==> config.mk <==
export PLATFORM = sky130hd
export DESIGN_NAME = fifo_writer_flat
export DESIGN_NICKNAME = d
export VERILOG_FILES = /design/src/rtl/fifo_pkg.sv /design/src/rtl/fifo_writer_if.sv /design/src/rtl/fifo_wr_stall_timer.sv /design/src/rtl/fifo_writer.sv /design/src/flat_wrapper.sv
export SDC_FILE = /design/constraint.sdc
export NUM_CORES = 1
export LEC_CHECK = 0
export CAP_MARGIN = 10
export CORE_ASPECT_RATIO = 0.75
export CORE_MARGIN = 2
export CORE_UTILIZATION = 40
export CTS_CLUSTER_DIAMETER = 150
export DETAILED_ROUTE_END_ITERATION = 16
export PLACE_DENSITY_LB_ADDON = 0.05
export SYNTH_ARGS = -nofsm -noshare
export SYNTH_HDL_FRONTEND = slang
export SYNTH_SLANG_ARGS = --single-unit
export TNS_END_PERCENT = 100
==> constraint.sdc <==
create_clock -name clk -period 2.5 [get_ports clk]
set_input_delay 0.5 -clock clk [delete_from_list [all_inputs] [get_ports clk]]
set_output_delay 0.5 -clock clk [all_outputs]
set_load 0.01 [all_outputs]
==> src/rtl/fifo_pkg.sv <==
// rtl/fifo_pkg.sv - shared FIFO FSM state encodings and defaults
package fifo_pkg;

    localparam int STATE_W     = 2;
    localparam int FIFO_DATA_W = 8;

    typedef enum logic [STATE_W-1:0] {
        IDLE   = 2'b00,
        ISSUE  = 2'b01,
        SETTLE = 2'b10
    } state_t;

    // Counter width able to hold values 0..t inclusive.
    function automatic int stall_w(input int t);
        return (t < 1) ? 1 : $clog2(t + 1);
    endfunction

endpackage

==> src/rtl/fifo_writer_if.sv <==
// rtl/fifo_writer_if.sv - upstream handshake and FIFO write-port bundle for fifo_writer
interface fifo_writer_if
    import fifo_pkg::*;
#(
    parameter int DATA_W = FIFO_DATA_W,
    parameter int CNT_W  = 16
) ();

    logic [DATA_W-1:0] in_data;
    logic              in_valid;
    logic              in_ready;
    logic              full;
    logic [DATA_W-1:0] data_out;
    logic              wr_en;
    logic              stalled;
    logic [CNT_W-1:0]  wr_count;
    logic              drop;

    modport master (
        input  in_data, in_valid, full,
        output in_ready, data_out, wr_en, stalled, wr_count, drop
    );

    modport slave (
        output in_data, in_valid, full,
        input  in_ready, data_out, wr_en, stalled, wr_count, drop
    );

endinterface

==> src/rtl/fifo_wr_stall_timer.sv <==
// rtl/fifo_wr_stall_timer.sv - saturating stall counter with clear and terminal-count flag
module fifo_wr_stall_timer
    import fifo_pkg::*;
#(
    parameter int TIMEOUT = 255
) (
    input  logic clk,
    input  logic rst,
    input  logic clr,
    input  logic inc,
    output logic tc
);

    localparam int W = stall_w(TIMEOUT);

    logic [W-1:0] cnt;

    always_ff @(posedge clk or posedge rst) begin
        if (rst) begin
            cnt <= '0;
        end else if (clr) begin
            cnt <= '0;
        end else if (inc && (cnt != W'(TIMEOUT))) begin
            cnt <= cnt + 1'b1;
        end
    end

    // Fires one count early so the drop lands on the TIMEOUT-th stalled edge.
    assign tc = (cnt == W'(TIMEOUT - 1));

endmodule

==> src/rtl/fifo_writer.sv <==
// rtl/fifo_writer.sv - producer-side FIFO write controller; FIFO_WR_DROP_EN enables stall-timeout drop
module fifo_writer
    import fifo_pkg::*;
#(
    parameter int DATA_W  = FIFO_DATA_W,
    parameter int CNT_W   = 16,
    parameter int TIMEOUT = 255
) (
    input  logic          clk,
    input  logic          rst,
    fifo_writer_if.master bus
);

    state_t            ps;
    logic [DATA_W-1:0] hold;
    logic [DATA_W-1:0] data_q;
    logic              wr_en_q;
    logic [CNT_W-1:0]  wr_count_q;
    logic              drop_q;
    logic              in_issue;
    logic              drop_hit;

    assign in_issue = (ps == ISSUE);

`ifdef FIFO_WR_DROP_EN
    logic stall_tc;

    fifo_wr_stall_timer #(.TIMEOUT(TIMEOUT)) u_stall_timer (
        .clk (clk),
        .rst (rst),
        .clr (in_issue && (!bus.full || stall_tc)),
        .inc (in_issue && bus.full),
        .tc  (stall_tc)
    );

    assign drop_hit = bus.full && stall_tc;
`else
    localparam int SW = stall_w(TIMEOUT);

    // Kept for debug visibility only; never causes a drop in this build.
    logic [SW-1:0] stall_cnt;

    always_ff @(posedge clk or posedge rst) begin
        if (rst) begin
            stall_cnt <= '0;
        end else if (in_issue && !bus.full) begin
            stall_cnt <= '0;
        end else if (in_issue && (stall_cnt != SW'(TIMEOUT))) begin
            stall_cnt <= stall_cnt + 1'b1;
        end
    end

    assign drop_hit = 1'b0;
`endif

    always_ff @(posedge clk or posedge rst) begin
        if (rst) begin
            ps         <= IDLE;
            hold       <= '0;
            data_q     <= '0;
            wr_en_q    <= 1'b0;
            wr_count_q <= '0;
            drop_q     <= 1'b0;
        end else begin
            drop_q <= 1'b0;
            case (ps)
                IDLE: begin
                    wr_en_q <= 1'b0;
                    if (bus.in_valid) begin
                        hold <= bus.in_data;
                        ps   <= ISSUE;
                    end
                end
                ISSUE: begin
                    if (!bus.full) begin
                        wr_en_q    <= 1'b1;
                        data_q     <= hold;
                        wr_count_q <= wr_count_q + 1'b1;
                        ps         <= SETTLE;
                    end else if (drop_hit) begin
                        drop_q <= 1'b1;
                        ps     <= IDLE;
                    end
                end
                SETTLE: begin
                    wr_en_q <= 1'b0;
                    ps      <= IDLE;
                end
                default: begin
                    wr_en_q <= 1'b0;
                    ps      <= IDLE;
                end
            endcase
        end
    end

    assign bus.in_ready = (ps == IDLE);
    assign bus.stalled  = in_issue && bus.full;
    assign bus.data_out = data_q;
    assign bus.wr_en    = wr_en_q;
    assign bus.wr_count = wr_count_q;
`ifdef FIFO_WR_DROP_EN
    assign bus.drop     = drop_q;
`else
    assign bus.drop     = 1'b0;
`endif

endmodule
==> src/flat_wrapper.sv <==
// flat-port wrapper written by rule: the top's interface ports become plain ports
module fifo_writer_flat import fifo_pkg::*;
#(
    parameter int DATA_W  = FIFO_DATA_W,
    parameter int CNT_W   = 16,
    parameter int TIMEOUT = 255
)
  (clk, rst, bus_in_data, bus_in_valid, bus_full, bus_in_ready, bus_data_out, bus_wr_en, bus_stalled, bus_wr_count, bus_drop);
  fifo_writer_if #(.DATA_W(DATA_W), .CNT_W(CNT_W)) bus_i ();
  input  logic clk;
  input  logic rst;
  input wire logic [$bits(bus_i.in_data)-1:0] bus_in_data;
  input wire logic [$bits(bus_i.in_valid)-1:0] bus_in_valid;
  input wire logic [$bits(bus_i.full)-1:0] bus_full;
  output wire logic [$bits(bus_i.in_ready)-1:0] bus_in_ready;
  output wire logic [$bits(bus_i.data_out)-1:0] bus_data_out;
  output wire logic [$bits(bus_i.wr_en)-1:0] bus_wr_en;
  output wire logic [$bits(bus_i.stalled)-1:0] bus_stalled;
  output wire logic [$bits(bus_i.wr_count)-1:0] bus_wr_count;
  output wire logic [$bits(bus_i.drop)-1:0] bus_drop;
  assign bus_i.in_data = bus_in_data;
  assign bus_i.in_valid = bus_in_valid;
  assign bus_i.full = bus_full;
  assign bus_in_ready = bus_i.in_ready;
  assign bus_data_out = bus_i.data_out;
  assign bus_wr_en = bus_i.wr_en;
  assign bus_stalled = bus_i.stalled;
  assign bus_wr_count = bus_i.wr_count;
  assign bus_drop = bus_i.drop;
  fifo_writer #(.DATA_W(DATA_W), .CNT_W(CNT_W), .TIMEOUT(TIMEOUT)) u_core (.clk(clk), .rst(rst), .bus(bus_i));
endmodule
==> results of run 1 <==
[cells in the final DEF, fill, tap and decap left out, types with 2 or more instances in the layout]
cell type,n
and4_1,2
or2_2,2
nand3_1,3
clkbuf_8,7
xor2_1,7
xnor2_1,8
nor2_1,4
inv_1,2
and3_1,5
dfrtp_1,35
clkdlybuf4s50_1,38
mux2_2,17
buf_4,4
nand2_1,6
[path summary, 6_finish.rpt]
| path | startpoint | to | slack, ps | cells after the start |
|---|---|---|---|---|
| setup / recovery | bus_full | bus_stalled | 320 | 3 |
| hold reg to reg | u_core.bus.wr_count[15] | u_core.bus.wr_count[15] | 470 | 1 |
| min in group asynchronous | rst | u_core.hold[0] | 610 | 3 |
| max in group asynchronous | rst | u_core.bus.wr_count[3] | 1580 | 3 |
| setup reg to reg | u_core.bus.wr_count[0] | u_core.bus.wr_count[10] | 960 | 5 |
| hold / removal | u_core.bus.wr_count[15] | u_core.bus.wr_count[15] | 470 | 1 |
[critical path, stage by stage]
cell	delay, ps
clkdlybuf4s50_1	480
and3_1	170
clkdlybuf4s50_1	540
[stage by stage]
stage          setup WS [ps]  power, mW  utilization (%)  cell area (sq um)  hold slack (ps)
6_report                 319       1.88             58.8               1990              470
5_1_grt                  295       2.01             58.8               1990              483
4_1_cts                  313       1.91             58.8               1990              472
3_5_place_dp             317       1.46             55.9               1890              462
3_3_place_gp             334       1.44             55.9               1890              454
2_1_floorplan           1040       1.14                -               1440              475
[cell families after synthesis]
logic type	after synthesis	share of synthesized area (%)
xor+xnor	15	9.10
fa+ha+maj	1	0.866
flops	35	60.7
mux	17	13.3
other cells	1	0.260
buf+inv	5	1.73
simple gates	31	14.1
[state kept, by name (all words and copies together), names as in the netlist]
register,count
u_core.ps,2
u_core.bus.data_out,8
u_core.bus.wr_en,1
u_core.bus.wr_count,16
u_core.hold,8
[power groups by stage]
stage               registers (mW)  clock network (mW)  logic, mW
floorplan                    0.895                   0      0.249
global placement             0.859                   0      0.583
detailed placement           0.869                   0      0.595
CTS                          0.860               0.452      0.600
global route                 0.889               0.483      0.635
finish                       0.856               0.439      0.589
[area by class of cell]
cell class	instances	area, sq um	area share [%]
flip-flops and latches	35	876	44.1
multi-input cells	65	543	27.3
repair buffers	42	410	20.7
clock buffers	8	100	5.04
well taps	40	50.0	2.52
inverters	2	7.51	0.378
[routing by layer]
layer	up-vias	wire length [microns]	GRT usage [%]
met5	-	0	0
met2	25	1040	19.7
met3	5	172	6.34
met4	0	31	6.23
li1	450	-	-
met1	443	1320	20.4
==> flow_metrics.tcl, run 1 <==
set metrics [dict create \
    status "complete, no violations" \
    synth-seq-cells 35 \
    routed_wl_microns 2560 \
    cts_tree "done" \
    hold_class "reg2reg" \
    hold_viol 0 \
    synthFlopType "dfrtp_1" \
    ys_warn_count 0 \
    portBuffers 38 \
    period_minus_slack_ps 2180 \
    grt_use_total_pct 14.7 \
    p_int_mw 1.37 \
    n_antenna_cell 0 \
    row_count 18 \
    start_util_pct 42.7 \
    gr-total-overflow 0 \
    fin_worst_skew_ps 5.70 \
    setup_tns_ps 0 \
    sw_frac_of_total_pct 27.3 \
    cts_setup_buffers 0 \
    synth_area_sq_um 1440 \
    synth_edf_count 0 \
    clk_path_buf_depth 2 \
    cts_htree_levels 2 \
    drtPass1Iterations 2 \
    drtIter0Drc 38 \
    syn_nets 118 \
    grt_pass1_wl_microns 4490 \
    synth.avg_cell_area_sq_um 13.8 \
    num-nets-final 164 \
    hold_buffers 0 \
    via_per_inst 4.81 \
    clockRootBuffer "clkbuf_8" \
    coreArea_sq_um 3380 \
    yosysMostFrequentCell "dfrtp_1" \
    antenna_found_initial 0 \
    synthTopCellsByCount "35 x dfrtp_1, 17 x mux2_2, 8 x xnor2_1" \
    layoutNonFillerInstCount 192 \
    start_kind "input port" \
    max_freq_mhz 458 \
    p_leak_nw 0.890 \
    cts_sinks 35 \
    synth_top_area_share_pct 60.7 \
    irDropWorstVdd_v 0.000450 \
    grt_start_max_net_pins 36 \
    vias 923 \
    power_switching_mw 0.515 \
    critPathCaptureType "primary output" \
    drc 0 \
    grt_pass1_vias 928 \
    critPathMaxFanout 2 \
    syn_to_final_growth_pct 37.6 \
    setup_viol 0 \
    die_h_microns 56.0 \
    drive_above_1_share_pct 22.4 \
    cts_made_buffers 5 \
    clock_power_share_pct 23.3 \
    critPathArrivalTime_ps 1680 \
    avgRoutedWirePerCell_microns 13.3 \
    die_area_sq_um 4110 \
    synth_cell_types 24 \
    die_width_microns 73.4 \
    synth.area.top_cells "dfrtp_1 61%, mux2_2 13%, xnor2_1 4.9%, xor2_1 4.2%, and3_1 2.2%" \
    p_per_area_nw_per_um2 949 \
    synthCells 105 \
    path_clk_slew_ps 70 \
    dp_cells 184 \
    combPwrFrac_pct 31.3 \
    rsz0062_at_grt "no" \
    critPathKind "in2out" \
    synth_area_leader_cell "dfrtp_1" \
    fin_crit_sh_pct 87.3 \
    gp_congestion 0.669 \
    n_fill_cell 280 \
    async_flop_share_pct 100 \
    ys_seq_area_share_pct 60.7 \
    insertion_delay_ps 280 \
    crit_required_ps 2000 \
    antenna_left 0 \
    slew_viol_final 0 \
    dp_hpwl_microns 1850 \
    io_pins 40 \
    ctsResizeCount 0 \
    seq_power_share_pct 45.4 \
    cap_violations 0 \
]
Note: power is estimated with default switching activity, not from simulation.
==> run 2, diff against run 1 <==
ABC_AREA = 1   (was default)
==> flow_metrics.tcl, run 2 <==
set metrics [dict create \
    hold_class "reg2reg" \
    dpl_cell_area_sq_um 1990 \
    status "complete, no violations" \
    cts_made_buffers 5 \
    critPathCaptureType "primary output" \
    coreArea_sq_um 3710 \
    n_fill_cell 359 \
    critPathMaxFanout 4 \
    p_leak_nw 0.984 \
    synth.area.top_cells "dfrtp_1 56%, nand2_1 12%, inv_1 4.8%, nor2_1 4.8%, xor2_1 2.8%" \
    hold_buffers 0 \
    n_antenna_cell 0 \
    drive_above_1_share_pct 9.26 \
    worst_slack_ps 236 \
    fin_crit_sh_pct 90.5 \
    setup_tns_ps 0 \
    cts_tree "done" \
    syn_to_final_growth_pct 34.2 \
    sw_frac_of_total_pct 30.5 \
    start_util_pct 42.1 \
    crit_required_ps 2000 \
    max_freq_mhz 442 \
    cts_sinks 35 \
    via_per_inst 4.48 \
    cts_setup_buffers 0 \
    grt_use_total_pct 15.0 \
    clock_power_share_pct 23.8 \
    gr-total-overflow 0 \
    dp_cells 260 \
    drc 0 \
    die_width_microns 76.1 \
    io_pins 40 \
    ys_seq_area_share_pct 56.1 \
    grt_pass1_wl_microns 5090 \
    dp_hpwl_microns 2180 \
    hold_viol 0 \
    die_h_microns 58.1 \
    syn_nets 185 \
    grt_start_max_net_pins 36 \
    path_cells "clkdlybuf4s50_1 > inv_2 > nor2_1 > clkdlybuf4s50_1" \
    antenna_found_initial 0 \
    slew_viol_final 0 \
    irDropWorstVdd_v 0.000633 \
    path_clk_slew_ps 60 \
    cp_num_buf_inv 3 \
    start_kind "input port" \
    avgRoutedWirePerCell_microns 10.9 \
    clk_path_buf_depth 2 \
    async_flop_share_pct 100 \
    cts_htree_levels 2 \
    vias 1200 \
    portBuffers 38 \
    critPathKind "in2out" \
    final_cell_mix "48 x nand2_1, 38 x clkdlybuf4s50_1, 35 x dfrtp_1, 20 x inv_1, 20 x nor2_1" \
    gp_congestion 0.799 \
    synth.avg_cell_area_sq_um 9.07 \
    seq_power_share_pct 45.3 \
    synthFlopType "dfrtp_1" \
    dpl_worst_slack_ps 228 \
    insertion_delay_ps 280 \
    synth_edf_count 0 \
    synth-seq-cells 35 \
    period_minus_slack_ps 2260 \
    yosysMostFrequentCell "nand2_1" \
    p_int_mw 1.30 \
    layout_commonest_cell "nand2_1" \
    antenna_left 0 \
    fin_worst_skew_ps 3.48 \
    p_per_area_nw_per_um2 890 \
    ys_warn_count 0 \
    slowest_stage "clkdlybuf4s50_1" \
    synth_cell_types 24 \
    largest_reg_flops 16 \
    num-nets-final 228 \
    synth_area_leader_cell "dfrtp_1" \
    setup_viol 0 \
    critPathArrivalTime_ps 1760 \
    synthTopCellsByCount "48 x nand2_1, 35 x dfrtp_1, 20 x inv_1, 20 x nor2_1, 8 x nand3_1" \
    grt_pass1_vias 1133 \
    synthCells 172 \
    rsz0062_at_grt "no" \
    slowest_delay_ps 540 \
    drtPass1Iterations 4 \
    synth_area_sq_um 1560 \
    clockRootBuffer "clkbuf_8" \
    row_count 19 \
    critPathTopFamily "buffers and inverters" \
    layoutNonFillerInstCount 268 \
    synth_top_area_share_pct 56.1 \
    power_switching_mw 0.567 \
    fin_area_sq_um 2090 \
    post-route-util_pct 56.4 \
    ctsResizeCount 0 \
    die_area_sq_um 4420 \
    combPwrFrac_pct 30.9 \
    drtIter0Drc 39 \
    cp_common_cell "clkdlybuf4s50_1" \
    routed_wl_microns 2920 \
    cap_violations 0 \
]
-- run 2: final timing paths --
check | cells after the start | from | slack, ps | to
min reg2reg | 2 | u_core.hold[4] | 460 | u_core.bus.data_out[4]
min | 2 | u_core.hold[4] | 460 | u_core.bus.data_out[4]
max reg2reg | 3 | u_core.ps[0] | 1120 | u_core.hold[5]
max | 4 | bus_full | 240 | bus_stalled
max in group asynchronous | 3 | rst | 1590 | u_core.ps[1]
min in group asynchronous | 3 | rst | 600 | u_core.bus.wr_count[2]
-- run 2: per-layer routing --
metal | global-route usage [%] | vias to the layer above | part of all wire, %
met2 | 23.2 | 26 | 43
li1 | - | 612 | -
met5 | 0 | - | 0
met4 | 7.01 | 0 | 1.4
met1 | 19.9 | 557 | 50
met3 | 4.52 | 5 | 5.5
-- run 2: layout make-up --
class	instances	area, sq um	share of cell area [%]
Clock buffer	8	100	4.78
Multi-Input combinational cell	113	586	28.0
Sequential cell	35	876	41.8
Inverter	21	78.8	3.77
Tap cell	52	65.1	3.11
Timing Repair Buffer	39	388	18.5
-- run 2: power groups by stage --
| stage | clock network, mW | logic [mW] | registers [mW] |
|---|---|---|---|
| 6_report | 0.444 | 0.575 | 0.845 |
| 5_1_grt | 0.480 | 0.641 | 0.875 |
| 4_1_cts | 0.459 | 0.587 | 0.849 |
| 3_5_place_dp | 0 | 0.585 | 0.858 |
| 3_3_place_gp | 0 | 0.578 | 0.848 |
| 2_1_floorplan | 0 | 0.248 | 0.887 |
-- run 2: cells by family (layout without fill, tap and decap cells) --
family,Yosys count,count (layout),synth area share [%]
simple gates,87,87,25.7
flops,35,35,56.1
buf+inv,24,68,6.33
compound gates,13,13,4.17
xor+xnor,8,8,4.49
mux,3,3,2.17
fa+ha+maj,1,1,0.802
other cells,1,1,0.240
-- run 2: per-stage QoR --
| step | hold slack, ps | power [mW] |
|---|---|---|
| global placement | 445 | 1.43 |
| global route | 515 | 2.00 |
| detailed placement | 457 | 1.44 |
| finish | 464 | 1.86 |
| CTS | 469 | 1.90 |
| floorplan | 436 | 1.13 |
-- run 2: worst register-to-register path: cells and delay by family, from the launching register on --
kind          cells  cell delay, ps
flops             1             430
mux               1             380
simple gates      2             460
